$ cat src/rtl/vga_pkg.sv
// Shared constants, types and address helper for the VGA text-cell renderer.
package vga_pkg;

    localparam int H_ACTIVE = 640;
    localparam int V_ACTIVE = 480;
    localparam int COLS     = 80;
    localparam int ROWS     = 60;
    localparam int CELL     = 8;
    localparam int LAT      = 5;

    localparam int TILE_AW  = 13;
    localparam int FONT_AW  = 11;

    typedef logic [7:0] rgb332_t;

    // Per-pixel side information that travels alongside the memory lookups.
    typedef struct packed {
        logic       active;
        logic       inv;
        logic [2:0] x_lo;
        logic [2:0] y_lo;
    } pix_meta_t;

    // row*80 + col as (row<<6)+(row<<4)+col; 13 bits hold 59*80+79 = 4799.
    function automatic logic [TILE_AW-1:0] tile_index(input logic [6:0] row,
                                                      input logic [6:0] col);
        logic [TILE_AW-1:0] r;
        r = {6'd0, row};
        return (r << 6) + (r << 4) + {6'd0, col};
    endfunction

endpackage

$ cat src/rtl/vga_delay_line.sv
// Async-reset shift register: dout is din delayed by DEPTH clocks.
module vga_delay_line #(
    parameter int               DEPTH   = 4,
    parameter int               WIDTH   = 1,
    parameter logic [WIDTH-1:0] RST_VAL = '0
) (
    input  logic             clk,
    input  logic             rst,
    input  logic [WIDTH-1:0] din,
    output logic [WIDTH-1:0] dout
);

    logic [WIDTH-1:0] stage_d [DEPTH];
    logic [WIDTH-1:0] stage_q [DEPTH];

    // Each stage takes the previous one; stage 0 takes the input.
    always_comb begin
        stage_d[0] = din;
        for (int i = 1; i < DEPTH; i++) begin
            stage_d[i] = stage_q[i-1];
        end
    end

    // Reset clears every stage to RST_VAL so no stale data survives reset.
    always_ff @(posedge clk or negedge rst) begin
        if (!rst) begin
            for (int i = 0; i < DEPTH; i++) stage_q[i] <= RST_VAL;
        end else begin
            for (int i = 0; i < DEPTH; i++) stage_q[i] <= stage_d[i];
        end
    end

    assign dout = stage_q[DEPTH-1];

endmodule

$ cat src/rtl/vga_tile_renderer.sv
// Text-mode pixel stage: 80x60 cells of 8x8 glyphs, blinking block cursor,
// RGB332 output with syncs delayed to the same five-clock pipeline depth.
// Timeline per pixel: edge1 tile_addr, edge2 tile RAM read, edge3 font_addr,
// edge4 font ROM read, edge5 rgb. The pipeline advances every clock.
module vga_tile_renderer
    import vga_pkg::*;
#(
    parameter rgb332_t FG_RGB       = 8'hFF,
    parameter rgb332_t BG_RGB       = 8'h00,
    parameter int      BLINK_FRAMES = 30,
    parameter logic    SYNC_IDLE    = 1'b1
) (
    input  logic               clk,
    input  logic               rst,
    input  logic [9:0]         x_axis,
    input  logic [9:0]         y_axis,
    input  logic               h_sync_in,
    input  logic               v_sync_in,
    output logic [TILE_AW-1:0] tile_addr,
    input  logic [7:0]         tile_data,
    output logic [FONT_AW-1:0] font_addr,
    input  logic [7:0]         font_data,
    input  logic               cursor_en,
    input  logic [6:0]         cursor_col,
    input  logic [5:0]         cursor_row,
    output rgb332_t            rgb,
    output logic               h_sync,
    output logic               v_sync,
    output logic               frame_tick
);

    localparam int               CNT_W    = (BLINK_FRAMES > 1) ? $clog2(BLINK_FRAMES) : 1;
    localparam logic [CNT_W-1:0] CNT_LAST = CNT_W'(BLINK_FRAMES - 1);

    logic [6:0]         col, row;
    logic               active, cursor_hit, at_origin, pix_bit;
    pix_meta_t          meta_in, meta_mid;
    logic [4:0]         late_in, late_out;   // {active, inv, x_lo}
    logic [1:0]         sync_out;

    logic [TILE_AW-1:0] tile_addr_d, tile_addr_q;
    logic [FONT_AW-1:0] font_addr_d, font_addr_q;
    rgb332_t            rgb_d, rgb_q;
    logic               frame_tick_d, frame_tick_q;
    logic               origin_d, origin_q;
    logic [CNT_W-1:0]   blink_cnt_d, blink_cnt_q;
    logic               blink_phase_d, blink_phase_q;

    // Syncs ride a plain 5-deep line so they stay aligned with rgb.
    vga_delay_line #(.DEPTH(5), .WIDTH(2), .RST_VAL({SYNC_IDLE, SYNC_IDLE})) u_sync_dly (
        .clk  (clk),
        .rst  (rst),
        .din  ({h_sync_in, v_sync_in}),
        .dout (sync_out)
    );

    // Pixel metadata, first two stages: y_lo is consumed at edge3 for font_addr.
    vga_delay_line #(.DEPTH(2), .WIDTH(8), .RST_VAL(8'd0)) u_meta_early (
        .clk  (clk),
        .rst  (rst),
        .din  (meta_in),
        .dout (meta_mid)
    );

    // Remaining two stages carry only what the output mux needs at edge5.
    vga_delay_line #(.DEPTH(2), .WIDTH(5), .RST_VAL(5'd0)) u_meta_late (
        .clk  (clk),
        .rst  (rst),
        .din  (late_in),
        .dout (late_out)
    );

    // Address arithmetic, cursor hit, frame-start detect, blink counter, output mux.
    always_comb begin
        col        = x_axis[9:3];
        row        = y_axis[9:3];
        active     = (x_axis < 10'(H_ACTIVE)) && (y_axis < 10'(V_ACTIVE));
        // Gating with active keeps out-of-range cursor values from ever hitting.
        cursor_hit = cursor_en && active && (col == cursor_col) && (row == {1'b0, cursor_row});
        at_origin  = (x_axis == 10'd0) && (y_axis == 10'd0);

        meta_in.active = active;
        meta_in.inv    = cursor_hit && blink_phase_q;
        meta_in.x_lo   = x_axis[2:0];
        meta_in.y_lo   = y_axis[2:0];
        late_in        = {meta_mid.active, meta_mid.inv, meta_mid.x_lo};

        tile_addr_d  = active ? tile_index(row, col) : '0;
        font_addr_d  = {tile_data, meta_mid.y_lo};

        frame_tick_d = at_origin && !origin_q;
        origin_d     = at_origin;

        blink_cnt_d   = blink_cnt_q;
        blink_phase_d = blink_phase_q;
        if (frame_tick_q) begin
            if (blink_cnt_q == CNT_LAST) begin
                blink_cnt_d   = '0;
                blink_phase_d = ~blink_phase_q;
            end else begin
                blink_cnt_d = blink_cnt_q + 1'b1;
            end
        end

        // bit7 of the glyph row is the leftmost pixel, so index with 7-x.
        pix_bit = font_data[~late_out[2:0]];
        if (!late_out[4]) begin
            rgb_d = '0;
        end else if (pix_bit ^ late_out[3]) begin
            rgb_d = FG_RGB;
        end else begin
            rgb_d = BG_RGB;
        end
    end

    // All top-level state; async reset returns everything to idle.
    always_ff @(posedge clk or negedge rst) begin
        if (!rst) begin
            tile_addr_q   <= '0;
            font_addr_q   <= '0;
            rgb_q         <= '0;
            frame_tick_q  <= 1'b0;
            origin_q      <= 1'b0;
            blink_cnt_q   <= '0;
            blink_phase_q <= 1'b0;
        end else begin
            tile_addr_q   <= tile_addr_d;
            font_addr_q   <= font_addr_d;
            rgb_q         <= rgb_d;
            frame_tick_q  <= frame_tick_d;
            origin_q      <= origin_d;
            blink_cnt_q   <= blink_cnt_d;
            blink_phase_q <= blink_phase_d;
        end
    end

    assign tile_addr  = tile_addr_q;
    assign font_addr  = font_addr_q;
    assign rgb        = rgb_q;
    assign frame_tick = frame_tick_q;
    assign h_sync     = sync_out[1];
    assign v_sync     = sync_out[0];

endmodule

$ cat config.mk
export PLATFORM = sky130hd
export DESIGN_NAME = vga_tile_renderer
export DESIGN_NICKNAME = d
export VERILOG_FILES = /design/src/rtl/vga_pkg.sv /design/src/rtl/vga_delay_line.sv /design/src/rtl/vga_tile_renderer.sv
export SDC_FILE = /design/constraint.sdc
export NUM_CORES = 1
export LEC_CHECK = 0
export BUFFER_PORTS_ARGS = -buffer_cell sky130_fd_sc_hd__buf_4
export CORE_ASPECT_RATIO = 1.1
export CORE_MARGIN = 4
export CORE_UTILIZATION = 50
export DETAILED_ROUTE_END_ITERATION = 8
export PLACE_DENSITY = 0.85
export SLEW_MARGIN = 10
export SYNTH_ARGS = -nofsm -noshare
export SYNTH_HDL_FRONTEND = slang
export SYNTH_SLANG_ARGS = --single-unit
$ cat constraint.sdc
create_clock -name clk -period 1.9 [get_ports clk]
set_clock_uncertainty 0.1 [all_clocks]
set_input_delay 0.19 -clock clk [delete_from_list [all_inputs] [get_ports clk]]
set_output_delay 0.19 -clock clk [all_outputs]
set_load 0.05 [all_outputs]
==> impl_summary.txt, run 1 <==
----------------------------------------------------
[Setup path]
  Sort of element at the start of the critical path ... primary input
  Setup slack, reg-to-reg ... 0.31 ns
  Startpoint of the lowest-slack register-to-register path ... u_meta_late.dout[0]
  Arrival time at the worst endpoint ... 2.01 ns
  Worst Path Max Fanout ... 3
  Worst setup EP type ... register
  Required time worst endpoint ... 2.02 ns
  Worst Reg-to-Reg Cells ... 4
  Crit Reg-Reg Endpoint ... rgb[6]
  Setup Crit Path Kind ... primary input to register

[Timing]
  Count of pins over their slew limit ... 0
  Final setup violating endpoints ... 0
  Setup tns final ... 0 ns
  Max-slew headroom ... 60.0%
  Final number of hold-violating endpoints ... 0
  Final critical-path setup slack ... 0.00328 ns
  Shortest clock period the worst path allows after layout ... 1.90 ns
  Hold Worst Slack ... 0.00994 ns
  Max Fclk ... 527 MHz
  Slew of the pin with the lowest slew margin ... 0.600 ns
  Period utilisation layout ... 99.8%

[Final layout]
  Final net count ... 390
  Fill cell total of the finished layout ... 316
  Layout cell share with drive strength beyond 1 ... 42.0%
  Post-Layout Inst Area ... 3920 um2
  Antenna diode instance count ... 0
  Area grow syn2layout ... 46.8%
  Final instance count without filler cells ... 396

[Synthesis]
  Cell count after synthesis ... 193
  Post-Synthesis Net Count ... 264
  Synth Register Bits ... 69
  Synth cell types ... 33
  Synthesis Warnings ... 0
  Seq/Total Area, Yosys ... 65.1%
  Area of the mapped netlist ... 2670 um2
  Mean post-synth cell area ... 13.8 um2

[Placement]
  Pre-CTS setup slack ... -0.365 ns
  GPL Wtd Cong ... 0.786
  Instance count after placement with tap cells included ... 360
  Number of buffer cells added on primary ports ... 88
  DPL Wire Length ... 4450 um
  Placed inst area ... 3490 um2

[Floorplanning]
  Total number of placement rows ... 27
  Die area ... 6580 um2
  Effective utilization at floorplan ... 52.4%
  Die Wd ... 77.7 um
  I/O pin count ... 89
  Core outline area ... 5100 um2
  Height of the die ... 84.7 um

[Power and ir drop]
  Power density of the placed cells ... 905 nW/um2
  Leak Pwr ... 0.00194 uW
  Worst IR Drop VDD ... 0.524 mV

[Worst hold path]
  Hold Path Depth ... 2
  Worst min-delay path endpoint ... tile_addr[1]
  Worst min-delay path class ... primary input to register
  Hold Crit Start ... x_axis[4]

[Detailed routing]
  Vias after detailed routing ... 1923
  Routed length per placed instance ... 15.2 um
  Mean number of vias per cell ... 4.86
  Remaining antenna violation count after routing ... 0
  Number of optimization iterations in the first detailed-route pass ... 4
  Total length of routed wires ... 6010 um
  Detailed router's first-iteration violation count ... 58
  Post-route DRC violation count ... 0

[CTS]
  Max clock buf depth ... 2
  Clock network latency to the later pin of the worst-skew pair ... 0.33 ns
  Clock net sink count ... 69
  Clk slew on worst S/H paths ... 0.07 ns
  Total CTS buffers ... 9
  H-tree levels ... 3
  CTS Root Cell ... clkbuf_8
  Clock tree from TritonCTS ... built

[Global route]
  Number of antenna violations at the first check in global routing ... 0
  Grt ovf ... 0
  Via count of the first global-routing pass ... 2104
  Global-route wire length before repair ... 9790 um
  Global-route total usage across every layer ... 19.6%
  Pin count of the biggest net entering global routing ... 53

[Outcome]
  Outcome ... finished, final reports clean

[Job]
  Max-cap viol count ... 0

----------------------------------------------------
[power breakdown]
group / switching (uW) / internal [uW] / leakage [uW]
Combinational: 379 / 286 / 0.000972
Clock: 505 / 807 / 0.000116
Sequential: 24.1 / 1550 / 0.000849
Total: 908 / 2640 / 0.00194
[synthesized netlist by cell type]
| cell | instances | area [um2] |
|---|---|---|
| a211o_1 | 2 | 17.5 |
| a211oi_1 | 2 | 15.0 |
| a21o_1 | 2 | 15.0 |
| a21oi_1 | 3 | 15.0 |
| and2_1 | 9 | 56.3 |
| and3_1 | 2 | 12.5 |
| and4_1 | 1 | 8.76 |
| buf_2 | 1 | 5.00 |
| buf_4 | 7 | 52.6 |
| clkbuf_1 | 1 | 3.75 |
| dfrtp_1 | 59 | 1480 |
| dfstp_2 | 10 | 263 |
| fa_1 | 2 | 40.0 |
| ha_1 | 15 | 188 |
| inv_1 | 8 | 30.0 |
| mux2_2 | 1 | 11.3 |
| mux2i_1 | 2 | 20.0 |
| mux4_1 | 2 | 52.6 |
| nand2_1 | 7 | 26.3 |
| nand2b_1 | 2 | 12.5 |
| nand3_1 | 3 | 15.0 |
| nand4_1 | 5 | 31.3 |
| nor2_1 | 8 | 30.0 |
| nor3_1 | 2 | 10.0 |
| nor3b_1 | 1 | 7.51 |
| nor4_1 | 7 | 43.8 |
| o2111ai_1 | 1 | 8.76 |
| o211ai_1 | 1 | 7.51 |
| o21ai_0 | 9 | 45.0 |
| o22ai_1 | 1 | 6.26 |
| or2_2 | 1 | 6.26 |
| xnor2_1 | 12 | 105 |
| xor2_1 | 4 | 35.0 |
[through the flow]
stage	total power [uW]	utilization, %
after global routing	3700	76.9
after global placement	2210	68.5
after CTS	3570	76.7
after floorplan	1940	-
after detailed placement	2220	68.5
final	3550	76.9
[per-layer routing]
layer	GRT usage (%)	vias to the layer above	wire length [um]
met4	7.28	0	114
met1	20.5	915	2140
li1	-	912	-
met2	35.6	82	3260
met3	7.30	14	492
met5	0	-	0
[cell usage in the layout, fill, tap and decap left out, drive strengths merged, types with 3 or more instances in the layout]
| cell type | instances |
|---|---|
| xor2 | 4 |
| a21oi | 3 |
| inv | 8 |
| buf | 105 |
| and2 | 9 |
| ha | 15 |
| clkbuf | 12 |
| dfrtp | 59 |
| nor2 | 8 |
| nand4 | 5 |
| o21ai | 9 |
| nand2 | 7 |
| nand3 | 3 |
| dfstp | 10 |
| xnor2 | 12 |
| nor4 | 7 |
| dlygate4sd3 | 19 |
[cell families after synthesis]
family,Yosys count,synth area share [%]
buf+inv,17,3.42
fa+ha+maj,17,8.52
flops,69,65.1
simple gates,48,9.74
compound gates,21,4.87
mux,5,3.14
xor+xnor,16,5.24
[sequential cells by signal, indices dropped and copies added (netlist names)]
| name | count |
|---|---|
| frame_tick | 1 |
| u_sync_dly.dout | 2 |
| u_meta_late.dout | 5 |
| u_sync_dly.stage_d | 8 |
| blink_cnt_q | 5 |
| blink_phase_q | 1 |
| u_meta_late.stage_d | 5 |
| rgb | 1 |
| u_meta_early.stage_d | 8 |
| origin_q | 1 |
| u_meta_early.dout | 8 |
| tile_addr | 13 |
| font_addr | 11 |
[area by class of cell]
cell class	instances	area (um2)	share of cell area (%)
well taps	72	90.1	2.30
repair buffers	124	982	25.0
inverters	8	37.5	0.957
multi-input cells	107	850	21.7
clock buffers	12	155	3.95
flip-flops and latches	69	1740	44.3
clock inverters	4	70.1	1.79
[worst max-delay path: stages]
cell and delay (ns):
buf_4 0.10, inv_1 0.05, fa_1 0.53, inv_2 0.05, fa_2 0.35, a211o_1 0.26
o211ai_1 0.09, a21oi_1 0.11, mux2_2 0.27
[how the worst max path moves through the flow]
stage	startpoint	endpoint	slack, ns	cells past startpoint
after floorplan	y_axis[5]	tile_addr[11]	-0.15	8
after global placement	y_axis[5]	tile_addr[11]	-0.32	9
after detailed placement	y_axis[5]	tile_addr[10]	-0.36	9
after CTS	y_axis[5]	tile_addr[11]	0.02	9
after global routing	y_axis[3]	tile_addr[11]	-0.004	9
final	y_axis[3]	tile_addr[11]	0.003	9
[what timing repair did]
action	in CTS	in global routing
cloned	0	0
resized for setup	1	2
pin swaps	0	0
endpoints found under the setup margin	1	2
hold endpoints to repair	58	0
hold buffers	19	0
setup buffers	0	1
Power figures use the tool's default switching activity.
==> inputs of run 2 (changes only) <==
--- a/config.mk
+++ b/config.mk
@@ -11,6 +11,7 @@
 export CORE_UTILIZATION = 50
 export DETAILED_ROUTE_END_ITERATION = 8
 export PLACE_DENSITY = 0.85
+export RECOVER_POWER = 50
 export SLEW_MARGIN = 10
 export SYNTH_ARGS = -nofsm -noshare
 export SYNTH_HDL_FRONTEND = slang
==> run 2 against run 1 <==
  * Combinational power down 1%
  * Sequential cell count unchanged
  * Sequential power about the same
  * Wire length down 0.30%
  * Clock-buffer cell count unchanged
  * Power down 0.18%
  * Highest routed layer unchanged
  * Worst hold slack better by 0.0039 ns
==> impl_summary.txt, run 2 (synthesis results as in run 1) <==
----------------------------------------------------
[Timing]
  Max-slew headroom ... 22.0% (was 60.0%)
  Max Fclk ... 529 MHz (was 527 MHz)
  Final critical-path setup slack ... 0.00823 ns (was 0.00328 ns)
  Count of pins over their slew limit ... 0 (unchanged)
  Hold Worst Slack ... 0.0139 ns (was 0.00994 ns)
  Slew of the pin with the lowest slew margin ... 1.17 ns (was 0.600 ns)
  Period utilisation layout ... 99.6% (was 99.8%)
  Shortest clock period the worst path allows after layout ... 1.89 ns (was 1.90 ns)
  Final number of hold-violating endpoints ... 0 (unchanged)
  Setup tns final ... 0 ns (unchanged)
  Final setup violating endpoints ... 0 (unchanged)

[Setup path]
  Worst Path Max Fanout ... 3 (unchanged)
  Crit Reg-Reg Endpoint ... rgb[6] (unchanged)
  Worst Reg-to-Reg Cells ... 4 (unchanged)
  Startpoint of the lowest-slack register-to-register path ... u_meta_late.dout[0] (unchanged)
  Sort of element at the start of the critical path ... primary input (unchanged)
  Number of buffer and inverter instances along the worst setup path ... 3 (unchanged)
  Required time worst endpoint ... 2.02 ns (about the same)
  Setup slack, reg-to-reg ... 0.31 ns (about the same)
  CP peak stage delay ... 0.53 ns (about the same)
  Worst-path cell chain ... buf_4 > inv_1 > fa_1 > inv_2 > fa_2 > a211o_1 > o211ai_1 > a21oi_1 > mux2_2 (unchanged)
  Top Family by Delay on Critical Path ... adder cells (unchanged)
  Setup Crit Path Kind ... primary input to register (unchanged)
  Worst setup EP type ... register (unchanged)
  Critical path's slowest cell ... fa_1 (unchanged)
  Arrival time at the worst endpoint ... 2.01 ns (about the same)

[Worst hold path]
  Hold Crit Start ... x_axis[4] (unchanged)
  Worst min-delay path class ... primary input to register (unchanged)
  Worst min-delay path endpoint ... tile_addr[1] (unchanged)
  Hold Path Depth ... 2 (unchanged)

[Placement]
  GPL Wtd Cong ... 0.786 (unchanged)
  DPL Wire Length ... 4450 um (unchanged)
  Pre-CTS setup slack ... -0.365 ns (unchanged)
  Number of buffer cells added on primary ports ... 88 (unchanged)
  Instance count after placement with tap cells included ... 360 (unchanged)

[Detailed routing]
  Total length of routed wires ... 5990 um (was 6010 um)
  Remaining antenna violation count after routing ... 0 (unchanged)
  Post-route DRC violation count ... 0 (unchanged)
  Number of optimization iterations in the first detailed-route pass ... 4 (unchanged)
  Routed length per placed instance ... 15.1 um (was 15.2 um)
  Mean number of vias per cell ... 4.79 (was 4.86)
  Detailed router's first-iteration violation count ... 51 (was 58)
  Vias after detailed routing ... 1897 (was 1923)

[CTS]
  Clock network latency to the later pin of the worst-skew pair ... 0.33 ns (about the same)
  Clk slew on worst S/H paths ... 0.07 ns (about the same)
  Clock net sink count ... 69 (unchanged)
  Max clock buf depth ... 2 (unchanged)
  Clock tree from TritonCTS ... built (unchanged)
  Total CTS buffers ... 9 (unchanged)
  CTS Root Cell ... clkbuf_8 (unchanged)
  H-tree levels ... 3 (unchanged)

[Global route]
  Grt ovf ... 0 (unchanged)
  Global-route total usage across every layer ... 19.6% (unchanged)
  Global-route wire length before repair ... 9790 um (unchanged)
  Met2 demand-to-capacity share in global routing ... 35.6% (unchanged)
  Via count of the first global-routing pass ... 2104 (unchanged)
  M3 GR Usage ... 7.30% (unchanged)
  Most crowded layer after global routing ... met2 (unchanged)
  Met1 demand-to-capacity share in global routing ... 20.5% (unchanged)
  Pin count of the biggest net entering global routing ... 53 (unchanged)
  Number of antenna violations at the first check in global routing ... 0 (unchanged)

[Final layout]
  Final instance count without filler cells ... 396 (unchanged)
  Area taken by multi-input logic gates ... 850 um2 (unchanged)
  Layout cell share with drive strength beyond 1 ... 41.0% (was 42.0%)
  Max reg flops ... 13 (unchanged)
  Antenna diode instance count ... 0 (unchanged)
  Most common library cell in the layout ignoring fill and taps ... buf_4 (unchanged)
  Final net count ... 390 (unchanged)
  Most used cells in the layout excluding fill and tap cells ... buf_4, dfrtp_1, dlygate4sd3_1, ha_1, clkbuf_4 (was buf_4, dfrtp_1, dlygate4sd3_1, ha_1, xnor2_1)
  Fill cell total of the finished layout ... 321 (was 316)
  Share of the core filled with cells ... 76.6% (was 76.9%)
  Seq. cell area ... 1740 um2 (unchanged)
  Area grow syn2layout ... 46.3% (was 46.8%)

[Floorplanning]
  Die Wd ... 77.7 um (unchanged)
  Total number of placement rows ... 27 (unchanged)
  Die area ... 6580 um2 (unchanged)
  Height of the die ... 84.7 um (unchanged)
  Effective utilization at floorplan ... 52.4% (unchanged)
  I/O pin count ... 89 (unchanged)
  Core outline area ... 5100 um2 (unchanged)

[Outcome]
  Outcome ... finished, final reports clean (unchanged)

[Power and ir drop]
  Worst IR Drop VDD ... 0.524 mV (about the same)
  Power density of the placed cells ... 906 nW/um2 (was 905 nW/um2)
  Leak Pwr ... 0.00192 uW (was 0.00194 uW)

[Job]
  Max-cap viol count ... 0 (unchanged)

----------------------------------------------------
[run 2: cell count changes in the layout (fill, tap and decap cells not counted)]
cell,previous run,this run
buf_4,104,85
clkbuf_4,0,15
and2_0,0,4
and2_1,9,5
clkbuf_1,1,4
clkbuf_2,0,1
[run 2: stage by stage]
stage,instance area (um2),total power [uW]
after global routing,3910,3690
final,3910,3540
after detailed placement,3490,2220
after global placement,3490,2210
after floorplan,2680,1940
after CTS,3910,3570
[run 2: layout make-up]
type | instances | area share [%]
Clock buffer | 12 | 3.97
Clock inverter | 4 | 1.79
Inverter | 8 | 0.960
Multi-Input combinational cell | 107 | 21.7
Sequential cell | 69 | 44.5
Tap cell | 72 | 2.30
Timing Repair Buffer | 124 | 24.8
[run 2: how the worst max path moves through the flow]
stage	slack, ns	endpoint	startpoint	cells after the start
after floorplan	-0.15	tile_addr[11]	y_axis[5]	8
after global placement	-0.32	tile_addr[11]	y_axis[5]	9
after detailed placement	-0.36	tile_addr[10]	y_axis[5]	9
after CTS	0.02	tile_addr[11]	y_axis[5]	9
after global routing	-0.004	tile_addr[11]	y_axis[3]	9
final	0.008	tile_addr[11]	y_axis[3]	9
[run 2: worst register-to-register path: cells and delay by family (launching register included)]
family,cells,cell delay (ns)
multiplexers,2,0.79
XOR/XNOR,1,0.08
flip-flops,1,0.37
AND/OR/NAND/NOR,1,0.15
[run 2: layer usage]
metal | part of all wire [%] | vias up
met1 | 36 | 893
met3 | 8.3 | 12
met2 | 54 | 77
met4 | 1.7 | 0
li1 | - | 915
met5 | 0 | -
[run 2: repair_timing]
| action | in CTS | in global routing |
|---|---|---|
| setup endpoints to repair | 1 | 2 |
| hold buffers | 19 | 0 |
| gates resized for setup | 1 | 2 |
| endpoints found under the hold margin | 58 | 0 |
| setup buffers | 0 | 1 |
[run 2: report_power, final]
part | internal [uW] | switching [uW]
sequential | 1550 | 23.8
combinational | 281 | 377
clock | 807 | 507
